--- src/rtl/traffic_phase_timer_pkg.sv ---
// rtl/traffic_phase_timer_pkg.sv - shared phase/timer types and light-vector decode
package traffic_pkg;

   typedef enum logic [2:0] {GREEN, YELLOW, ALLRED, PED, INVALID} phase_class_e;
   typedef enum logic [1:0] {SETTLE, LOAD, COUNT, WAIT_CHG} timer_state_e;

   localparam int SETTLE_CYC = 3;

   // Light vector order: {MG, MY, MR, SG, SY, SR, pedLight}; first match wins.
   function automatic phase_class_e decodeClass(input logic [6:0] lights);
      phase_class_e c;
      if (lights[0])
         c = PED;
      else if (lights[6] | lights[3])
         c = GREEN;
      else if (lights[5] | lights[2])
         c = YELLOW;
      else if (lights[4] & lights[1])
         c = ALLRED;
      else
         c = INVALID;
      return c;
   endfunction

   function automatic logic [7:0] clampDur(input int unsigned seconds);
      logic [7:0] d;
      d = 8'(seconds);
      return (d == 8'd0) ? 8'd1 : d;
   endfunction

endpackage

--- src/rtl/traffic_phase_timer_ped_debounce.sv ---
// rtl/traffic_phase_timer_ped_debounce.sv - button synchroniser, debounce and request latch
module ped_debounce #(
   parameter int DEBOUNCE_CYC = 1_000_000
) (
   input  logic clk,
   input  logic reset,
   input  logic pedButton,
   input  logic clear,
   output logic pedReq
);

   localparam int CW = $clog2(DEBOUNCE_CYC + 1);

   logic          btnMeta;
   logic          btnSync;
   logic          debLevel;
   logic          debPrev;
   logic [CW-1:0] stableCnt;

   always_ff @(posedge clk or posedge reset) begin
      if (reset) begin
         btnMeta   <= 1'b0;
         btnSync   <= 1'b0;
         debLevel  <= 1'b0;
         debPrev   <= 1'b0;
         stableCnt <= '0;
         pedReq    <= 1'b0;
      end else begin
         btnMeta <= pedButton;
         btnSync <= btnMeta;
         debPrev <= debLevel;
         // Any return to the accepted level restarts the stability window.
         if (btnSync == debLevel) begin
            stableCnt <= '0;
         end else if (stableCnt == CW'(DEBOUNCE_CYC - 1)) begin
            debLevel  <= btnSync;
            stableCnt <= '0;
         end else begin
            stableCnt <= stableCnt + CW'(1);
         end
         if (clear)
            pedReq <= 1'b0;
         else if (debLevel & ~debPrev)
            pedReq <= 1'b1;
      end
   end

endmodule

--- src/rtl/traffic_phase_timer.sv ---
// rtl/traffic_phase_timer.sv - holds each light phase for its programmed time, then pulses advance
module traffic_phase_timer
   import traffic_pkg::*;
#(
   parameter int TICK_DIV     = 100_000_000,
   parameter int GREEN_S      = 10,
   parameter int YELLOW_S     = 3,
   parameter int ALLRED_S     = 2,
   parameter int PED_S        = 8,
   parameter int DEBOUNCE_CYC = 1_000_000,
   parameter int WAIT_LIMIT   = 16
) (
   input  logic       clk,
   input  logic       reset,
   input  logic       MG,
   input  logic       MY,
   input  logic       MR,
   input  logic       SG,
   input  logic       SY,
   input  logic       SR,
   input  logic       pedLight,
   input  logic       pedButton,
   output logic       advance,
   output logic       pedReq,
   output logic [7:0] remaining,
   output logic       fault
);

   localparam int PW = (TICK_DIV > 1) ? $clog2(TICK_DIV) : 1;
   localparam int WW = (WAIT_LIMIT > 1) ? $clog2(WAIT_LIMIT) : 1;

   logic [6:0]    lightMeta;
   logic [6:0]    lightSync;
   phase_class_e  lightClass;
   phase_class_e  prevClass;
   timer_state_e  state;
   timer_state_e  stateNext;
   logic [1:0]    settleCnt;
   logic [PW-1:0] prescaler;
   logic [WW-1:0] waitCnt;
   logic [7:0]    duration;
   logic          tick;
   logic          classChanged;
   logic          waitDone;
   logic          advanceNext;

   always_ff @(posedge clk or posedge reset) begin
      if (reset) begin
         lightMeta <= '0;
         lightSync <= '0;
      end else begin
         lightMeta <= {MG, MY, MR, SG, SY, SR, pedLight};
         lightSync <= lightMeta;
      end
   end

   assign lightClass   = decodeClass(lightSync);
   assign classChanged = (lightClass != prevClass);
   assign tick         = (prescaler == PW'(TICK_DIV - 1));
   assign waitDone     = (waitCnt == WW'(WAIT_LIMIT - 1));

   always_comb begin
      duration = clampDur(ALLRED_S);
      case (lightClass)
         GREEN:   duration = clampDur(GREEN_S);
         YELLOW:  duration = clampDur(YELLOW_S);
         PED:     duration = clampDur(PED_S);
         default: duration = clampDur(ALLRED_S);
      endcase
   end

   always_ff @(posedge clk or posedge reset) begin
      if (reset)
         state <= SETTLE;
      else
         state <= stateNext;
   end

   always_comb begin
      stateNext   = state;
      advanceNext = 1'b0;
      case (state)
         SETTLE:   if (settleCnt == 2'(SETTLE_CYC - 1)) stateNext = LOAD;
         LOAD:     stateNext = COUNT;
         COUNT: begin
            // An external restart of the light machine aborts the phase without a pulse.
            if (classChanged) begin
               stateNext = LOAD;
            end else if (tick && remaining <= 8'd1) begin
               stateNext   = WAIT_CHG;
               advanceNext = 1'b1;
            end
         end
         WAIT_CHG: if (classChanged || waitDone) stateNext = LOAD;
         default:  stateNext = SETTLE;
      endcase
   end

   always_ff @(posedge clk or posedge reset) begin
      if (reset) begin
         settleCnt <= '0;
         prescaler <= '0;
         waitCnt   <= '0;
         remaining <= '0;
         prevClass <= GREEN;
         advance   <= 1'b0;
         fault     <= 1'b0;
      end else begin
         advance <= advanceNext;
         case (state)
            SETTLE: settleCnt <= settleCnt + 2'd1;
            LOAD: begin
               remaining <= duration;
               prescaler <= '0;
               prevClass <= lightClass;
               if (lightClass == INVALID) fault <= 1'b1;
            end
            COUNT: begin
               waitCnt <= '0;
               if (!classChanged) begin
                  if (tick) begin
                     prescaler <= '0;
                     remaining <= (remaining > 8'd1) ? remaining - 8'd1 : 8'd0;
                  end else begin
                     prescaler <= prescaler + PW'(1);
                  end
               end
            end
            WAIT_CHG: begin
               waitCnt <= waitCnt + WW'(1);
               // A stalled light machine is flagged and the same phase is retried.
               if (waitDone && !classChanged) fault <= 1'b1;
            end
            default: ;
         endcase
      end
   end

   ped_debounce #(
      .DEBOUNCE_CYC(DEBOUNCE_CYC)
   ) pedDebounce (
      .clk      (clk),
      .reset    (reset),
      .pedButton(pedButton),
      .clear    (lightSync[0]),
      .pedReq   (pedReq)
   );

endmodule

--- config.mk ---
export PLATFORM = sky130hd
export DESIGN_NAME = traffic_phase_timer
export DESIGN_NICKNAME = d
export VERILOG_FILES = /design/src/rtl/traffic_phase_timer_pkg.sv /design/src/rtl/traffic_phase_timer_ped_debounce.sv /design/src/rtl/traffic_phase_timer.sv
export SDC_FILE = /design/constraint.sdc
export NUM_CORES = 1
export LEC_CHECK = 0
export ABC_AREA = 1
export CAP_MARGIN = 20
export CELL_PAD_IN_SITES_DETAIL_PLACEMENT = 1
export CELL_PAD_IN_SITES_GLOBAL_PLACEMENT = 1
export CORE_MARGIN = 5
export CORE_UTILIZATION = 35
export DETAILED_ROUTE_END_ITERATION = 16
export GPL_ROUTABILITY_DRIVEN = 0
export GPL_TIMING_DRIVEN = 0
export PLACE_DENSITY_LB_ADDON = 0.25
export SETUP_SLACK_MARGIN = 0.05
export SYNTH_ARGS = -nofsm -noshare
export SYNTH_HDL_FRONTEND = slang
export SYNTH_SLANG_ARGS = --single-unit
--- constraint.sdc ---
create_clock -name clk -period 4.1 [get_ports clk]
set_clock_uncertainty 0.05 [all_clocks]
set_input_delay 0.615 -clock clk [delete_from_list [all_inputs] [get_ports clk]]
set_output_delay 0.615 -clock clk [all_outputs]
set_load 0.005 [all_outputs]
==> results of run 1 <==
layout make-up:
type	count	area, sq um	share of cell area (%)
Buffer	13	92.6	1.64
Clock buffer	9	225	3.99
Clock inverter	7	77.6	1.37
Inverter	72	273	4.83
Multi-Input combinational cell	456	2350	41.6
Sequential cell	87	2180	38.5
Tap cell	180	225	3.99
Timing Repair Buffer	21	228	4.03
final timing paths:
| kind | cells after the start | from | slack (ns) | to |
|---|---|---|---|---|
| max | 9 | prescaler[0] | 1.69 | prescaler[21] |
| min | 0 | lightMeta[2] | 0.30 | lightSync[2] |
| max reg2reg | 9 | prescaler[0] | 1.69 | prescaler[21] |
| min reg2reg | 0 | lightMeta[2] | 0.30 | lightSync[2] |
| max in group asynchronous | 3 | reset | 2.82 | prescaler[18] |
| min in group asynchronous | 2 | reset | 0.55 | waitCnt[3] |
sequential cells by signal (all words and copies together), names as in the netlist:
register and count:
prevClass 3, pedDebounce.pedReq 1, pedDebounce.debPrev 1, state 2
fault 1, waitCnt 4, advance 1, remaining 8
lightSync 7, pedDebounce.debLevel 1, pedDebounce.btnSync 1, prescaler 27
pedDebounce.btnMeta 1, settleCnt 2, lightMeta 7, pedDebounce.stableCnt 20
kinds of logic (layout without fill, tap and decap cells):
kind of cell / Yosys count / in the layout / synth area share [%]
buffers and inverters: 85 / 122 / 7.42
adder cells (fa/ha/maj): 11 / 11 / 2.81
AO/OA/AOI/OAI: 71 / 71 / 9.24
flip-flops: 87 / 87 / 44.5
XOR/XNOR: 24 / 24 / 4.30
AND/OR/NAND/NOR: 350 / 350 / 31.7
placed cells by master, fill, tap and decap left out, types with 3 or more instances in the layout:
cell and instances:
inv_1 68, clkdlybuf4s50_1 20, nand4_1 23, nor3_1 19
o21ai_0 19, nor2_2 4, nor2_1 78, o21ai_1 4
or2_2 3, clkbuf_16 9, dfrtp_1 87, buf_6 5
a21o_1 3, nor2_4 4, nand2_1 160, inv_2 3
o21ai_2 19, xnor2_1 4, ha_1 11, clkbuf_1 5
nand2_2 8, a21oi_1 18, xor2_1 20, nand3_1 44
critical path, delay by kind of cell (launching register included):
kind	cells	cell delay [ns]
flip-flops	1	0.51
AO/OA/AOI/OAI	1	0.07
AND/OR/NAND/NOR	5	0.94
adder cells (fa/ha/maj)	1	0.34
buffers and inverters	2	0.38
layer usage:
| layer | global-route usage (%) | vias up | wire length (um) |
|---|---|---|---|
| li1 | - | 2085 | - |
| met1 | 22.2 | 2095 | 6040 |
| met2 | 27.8 | 44 | 6250 |
| met3 | 3.62 | 18 | 365 |
| met4 | 4.87 | 0 | 189 |
| met5 | 0 | - | 0 |
power by group through the flow:
stage          logic [mW]  registers [mW]  clock network, mW
2_1_floorplan       0.632            1.03                  0
3_3_place_gp        0.895            1.04                  0
3_5_place_dp        0.930            1.05                  0
4_1_cts             0.936            1.04              0.861
5_1_grt              1.03            1.05              0.894
6_report            0.915            1.04              0.831
==> out/summary.txt, run 1 <==
Outcome: finished clean
Vias in the first global route: 4591
Vias/cell: 5.02
Flop pwr share: 37.2%
Critical path, cell by cell: ha_1, inv_2, nor2_4, nand2_2, nor2_4, nand2_1, clkbuf_1, nand4_1, o21ai_2
Post-synth EDFFs: 0
Synth area leader: dfrtp_1
Warning count from the yosys run: 0
Syn Area/Cell: 7.79 sq um
Max VDD drop: 0.321 mV
DRT antenna net count: 0
PD cells: 492 mW/mm^2
Largest net degree at the start of global routing: 62
Die height: 128 um
Finished Cell Area: 0.00565 sq mm
Sw frac: 38.8%
Hold crit path type: flop to flop
Dpl cell area: 0.00535 sq mm
Resize count post-CTS: 0
Clk sinks: 87
Final setup fails: 0
Total power: 2.78 mW
Total die area: 0.0164 sq mm
Ys async rst share: 100%
Critical path type: flop to flop
Crit-path most repeated cell: nor2_4
CP Launch Type: flop
Layout cell share with drive strength beyond 1: 10.5%
Comb power frac: 32.9%
I/O Buffers: 20
Ys flop type: dfrtp_1
Detailed-route via count: 4242
Area growth, synth to finish: 15.5%
NetSw: 1.08 mW
Critical Path End Type: flop
DP HPWL: 9630 um
Setup ws final: 1.69 ns
Synthesized area: 0.00489 sq mm
Crit path max fanout: 10
Synth cell types: 36
Max Slew Vio Count: 0
MaxCap Viol Count: 0
CTS tree: built
Ranking of synthesized cells by area: dfrtp_1, nand2_1, nor2_1
Post-synth top area share: 44.5%
Fillcell total: 1734
Boundary pin count: 21
DP Cell Count: 829
Leakage: 2.49 nW
Finished Core Util: 41.0%
Total number of H-tree levels: 3
Final Critical Period: 2.41 ns
Worst hold slack: 0.300 ns
N_diodes: 0
Worst-skew pair later-pin latency: 0.35 ns
Routed len/inst: 15.2 um
First-pass GRT wire length: 22200 um
DRC Markers: 0
Initial Util: 35.5%
Routed WL: 12800 um
Max incr delay on CP: 0.51 ns
DRT Pass-1 Iters: 4
Max-slew headroom: 55.5%
CTS max path bufs: 2
Sequential-to-total area share from yosys stat: 44.5%
Dominant cell by count in the synthesized netlist: nand2_1
Internal: 1.70 mW
Row cnt: 43
CTS Buf Count: 9
Pre-CTS setup slack: 1.69 ns
Slowest CP cell: dfrtp_1
GRT Total Usage: 16.8%
Final hold violation count: 0
Post-synth net total: 649
Clock slew seen by the registers of the worst setup and hold paths: 0.07 ns
Worst-Margin Slew: 0.668 ns
CP required: 4.29 ns
RSZ-0062 raised after global routing: no
Initial DRC Count: 197
Hold Buf Count CTS: 0
Fin Setup TNS: 0 ns
Initial antenna violation count: 0
Tcrit/Tclk final: 58.7%
Syn Inst Count: 628
Fmax: 416 MHz
Fin nets: 681
Most common library cells after synthesis: nand2_1, dfrtp_1, nor2_1, inv_1, nand3_1
Non-filler cells, final: 845
Post-CTS Setup Repair Bufs: 0
WP data arrival: 2.60 ns
Die W: 128 um
Core Region: 0.0138 sq mm
Clock root buffer: clkbuf_16
Power share of the clock group: 29.9%
Yosys reg bits: 87
GRT overflow: 0
(Power assumes the default switching activity.)
==> inputs of run 2 (changes only) <==
Clock period 4.1 ns to 2.2 ns, I/O delays scaled along.
==> run 2 against run 1 <==
Net effect:
- final cell count rose by 0.36%
- non-clock buffer count is 3 higher
- hold slack got worse by 0.0012 ns
- first-iteration DRC count is 29% lower
- critical path type unchanged
- highest routed layer unchanged
==> out/summary.txt, run 2 (synthesis results as in run 1) <==
Outcome: finished clean
Worst-skew pair later-pin latency: 0.35 ns
Total die area: 0.0164 sq mm
Non-filler cells, final: 848
Final hold violation count: 0
CTS Buf Count: 9
Fin nets: 684
Commonest non-fill, non-tap cells in the layout: nand2_1, dfrtp_1, nor2_1
Critical path, cell by cell: ha_2, inv_2, nor2_4, nand2_2, nor2_4, nand2_1, nand2_2, nand2_4, buf_6, nand2_2, o21ai_2
DP HPWL: 9810 um
Clk sinks: 87
Crit-path leading delay family: simple AND/OR/NAND/NOR gates
Row cnt: 43
NetSw: 1.98 mW
Crit path max fanout: 10
Largest net degree at the start of global routing: 38
I/O Buffers: 20
Most common cell after layout, fill and taps aside: nand2_1
Met2 Track Usage GR: 29.5%
Total power: 5.38 mW
DRC Markers: 0
Power share of the clock group: 31.6%
Worst setup path startpoint: prescaler[0]
Sw frac: 36.9%
CP Launch Type: flop
Critical Path End Type: flop
Max Slew Vio Count: 0
Worst hold slack: 0.299 ns
Fmax: 495 MHz
Initial DRC Count: 140
GRT overflow: 0
Die W: 128 um
Clock slew seen by the registers of the worst setup and hold paths: 0.06 ns
RSZ-0062 raised after global routing: no
Final setup fails: 0
First-pass GRT wire length: 22500 um
Area growth, synth to finish: 17.1%
Vias/cell: 5.02
Flop2flop setup slack: 0.18 ns
WP data arrival: 2.21 ns
Max incr delay on CP: 0.45 ns
Hold Buf Count CTS: 0
Hold_sp: lightMeta[0]
Finished Core Util: 41.6%
CP required: 2.39 ns
Number of flip-flops in the largest register: 27
Clock root buffer: clkbuf_16
Regs by FF count: prescaler (27), pedDebounce.stableCnt (20), remaining (8)
Layout cell share with drive strength beyond 1: 12.4%
Pre-CTS setup slack: -0.264 ns
N_diodes: 0
Critical path type: flop to flop
Vias in the first global route: 4622
Initial Util: 35.5%
Crit-path most repeated cell: nand2_2
Detailed-route via count: 4254
Hold crit path type: flop to flop
Final Critical Period: 2.02 ns
Routed WL: 13200 um
GR peak layer: met2
Initial antenna violation count: 0
DP Cell Count: 830
CP bufs+invs: 2
Most flops, register: prescaler
Routed len/inst: 15.6 um
R2r startpoint: prescaler[0]
Leakage: 2.54 nW
Total number of H-tree levels: 3
Tcrit/Tclk final: 91.8%
GRT Total Usage: 17.1%
DRT antenna net count: 0
Worst-Margin Slew: 0.610 ns
Internal: 3.40 mW
Die height: 128 um
PD cells: 940 mW/mm^2
Flop pwr share: 35.9%
Max VDD drop: 0.585 mV
Comb power frac: 32.4%
DRT Pass-1 Iters: 4
Core Region: 0.0138 sq mm
MaxCap Viol Count: 0
GR Util met1: 21.3%
Slowest CP cell: dfrtp_2
Boundary pin count: 21
Max-slew headroom: 59.2%
Setup ws final: 0.180 ns
CTS tree: built
Met3 Track Usage GR: 4.46%
CTS max path bufs: 2
[run 2: power groups by stage]
stage | Combinational, mW | Clock [mW] | Sequential [mW]
after floorplan | 1.18 | 0 | 1.92
after global placement | 1.67 | 0 | 1.95
after detailed placement | 1.73 | 0 | 1.96
after CTS | 1.76 | 1.75 | 1.93
after global routing | 1.95 | 1.83 | 1.96
final | 1.75 | 1.70 | 1.93
[run 2: per-layer routing]
metal  part of all wire, %  up-vias  wire length, um
met3                   3.4       11              446
met1                    46     2098             6040
li1                      -     2090                -
met4                   1.2        0              158
met2                    50       55             6570
met5                     0        -                0
[run 2: cell type report]
class                           count  area (sq um)
Fill cell                        1707          8050
Multi-Input combinational cell    456          2370
Sequential cell                    87          2180
Inverter                           72           274
Timing Repair Buffer               24           255
Clock buffer                        9           225
Tap cell                          180           225
Clock inverter                      7           103
Buffer                             13          98.8
[run 2: final timing paths]
| kind | cells after the start | end |
|---|---|---|
| max in group asynchronous | 3 | prescaler[0] |
| min in group asynchronous | 2 | pedDebounce.stableCnt[0] |
| setup / recovery | 11 | remaining[7] |
| setup reg to reg | 11 | remaining[7] |
| hold / removal | 0 | lightSync[0] |
| hold reg to reg | 0 | lightSync[0] |
[run 2: worst reg2reg max path: stages (launching register included)]
cell and delay (ns):
dfrtp_2 0.45, ha_2 0.29, inv_2 0.07, nor2_4 0.12, nand2_2 0.13, nor2_4 0.17, nand2_1 0.12, nand2_2 0.14
nand2_4 0.10, buf_6 0.16, nand2_2 0.06, o21ai_2 0.05
[run 2: per-stage QoR]
step | TNS (ns) | area, sq um
after global routing | 0 | 5730
after detailed placement | -5.50 | 5360
final | 0 | 5730
after CTS | 0 | 5710
after floorplan | 0 | 4890
after global placement | -23.23 | 5320
[run 2: what timing repair did]
action	4_1_cts	5_1_grt
endpoints found under the setup margin	32	23
pin swaps	2	1
gates resized for setup	9	4
setup buffers	1	1
gates cloned	0	0
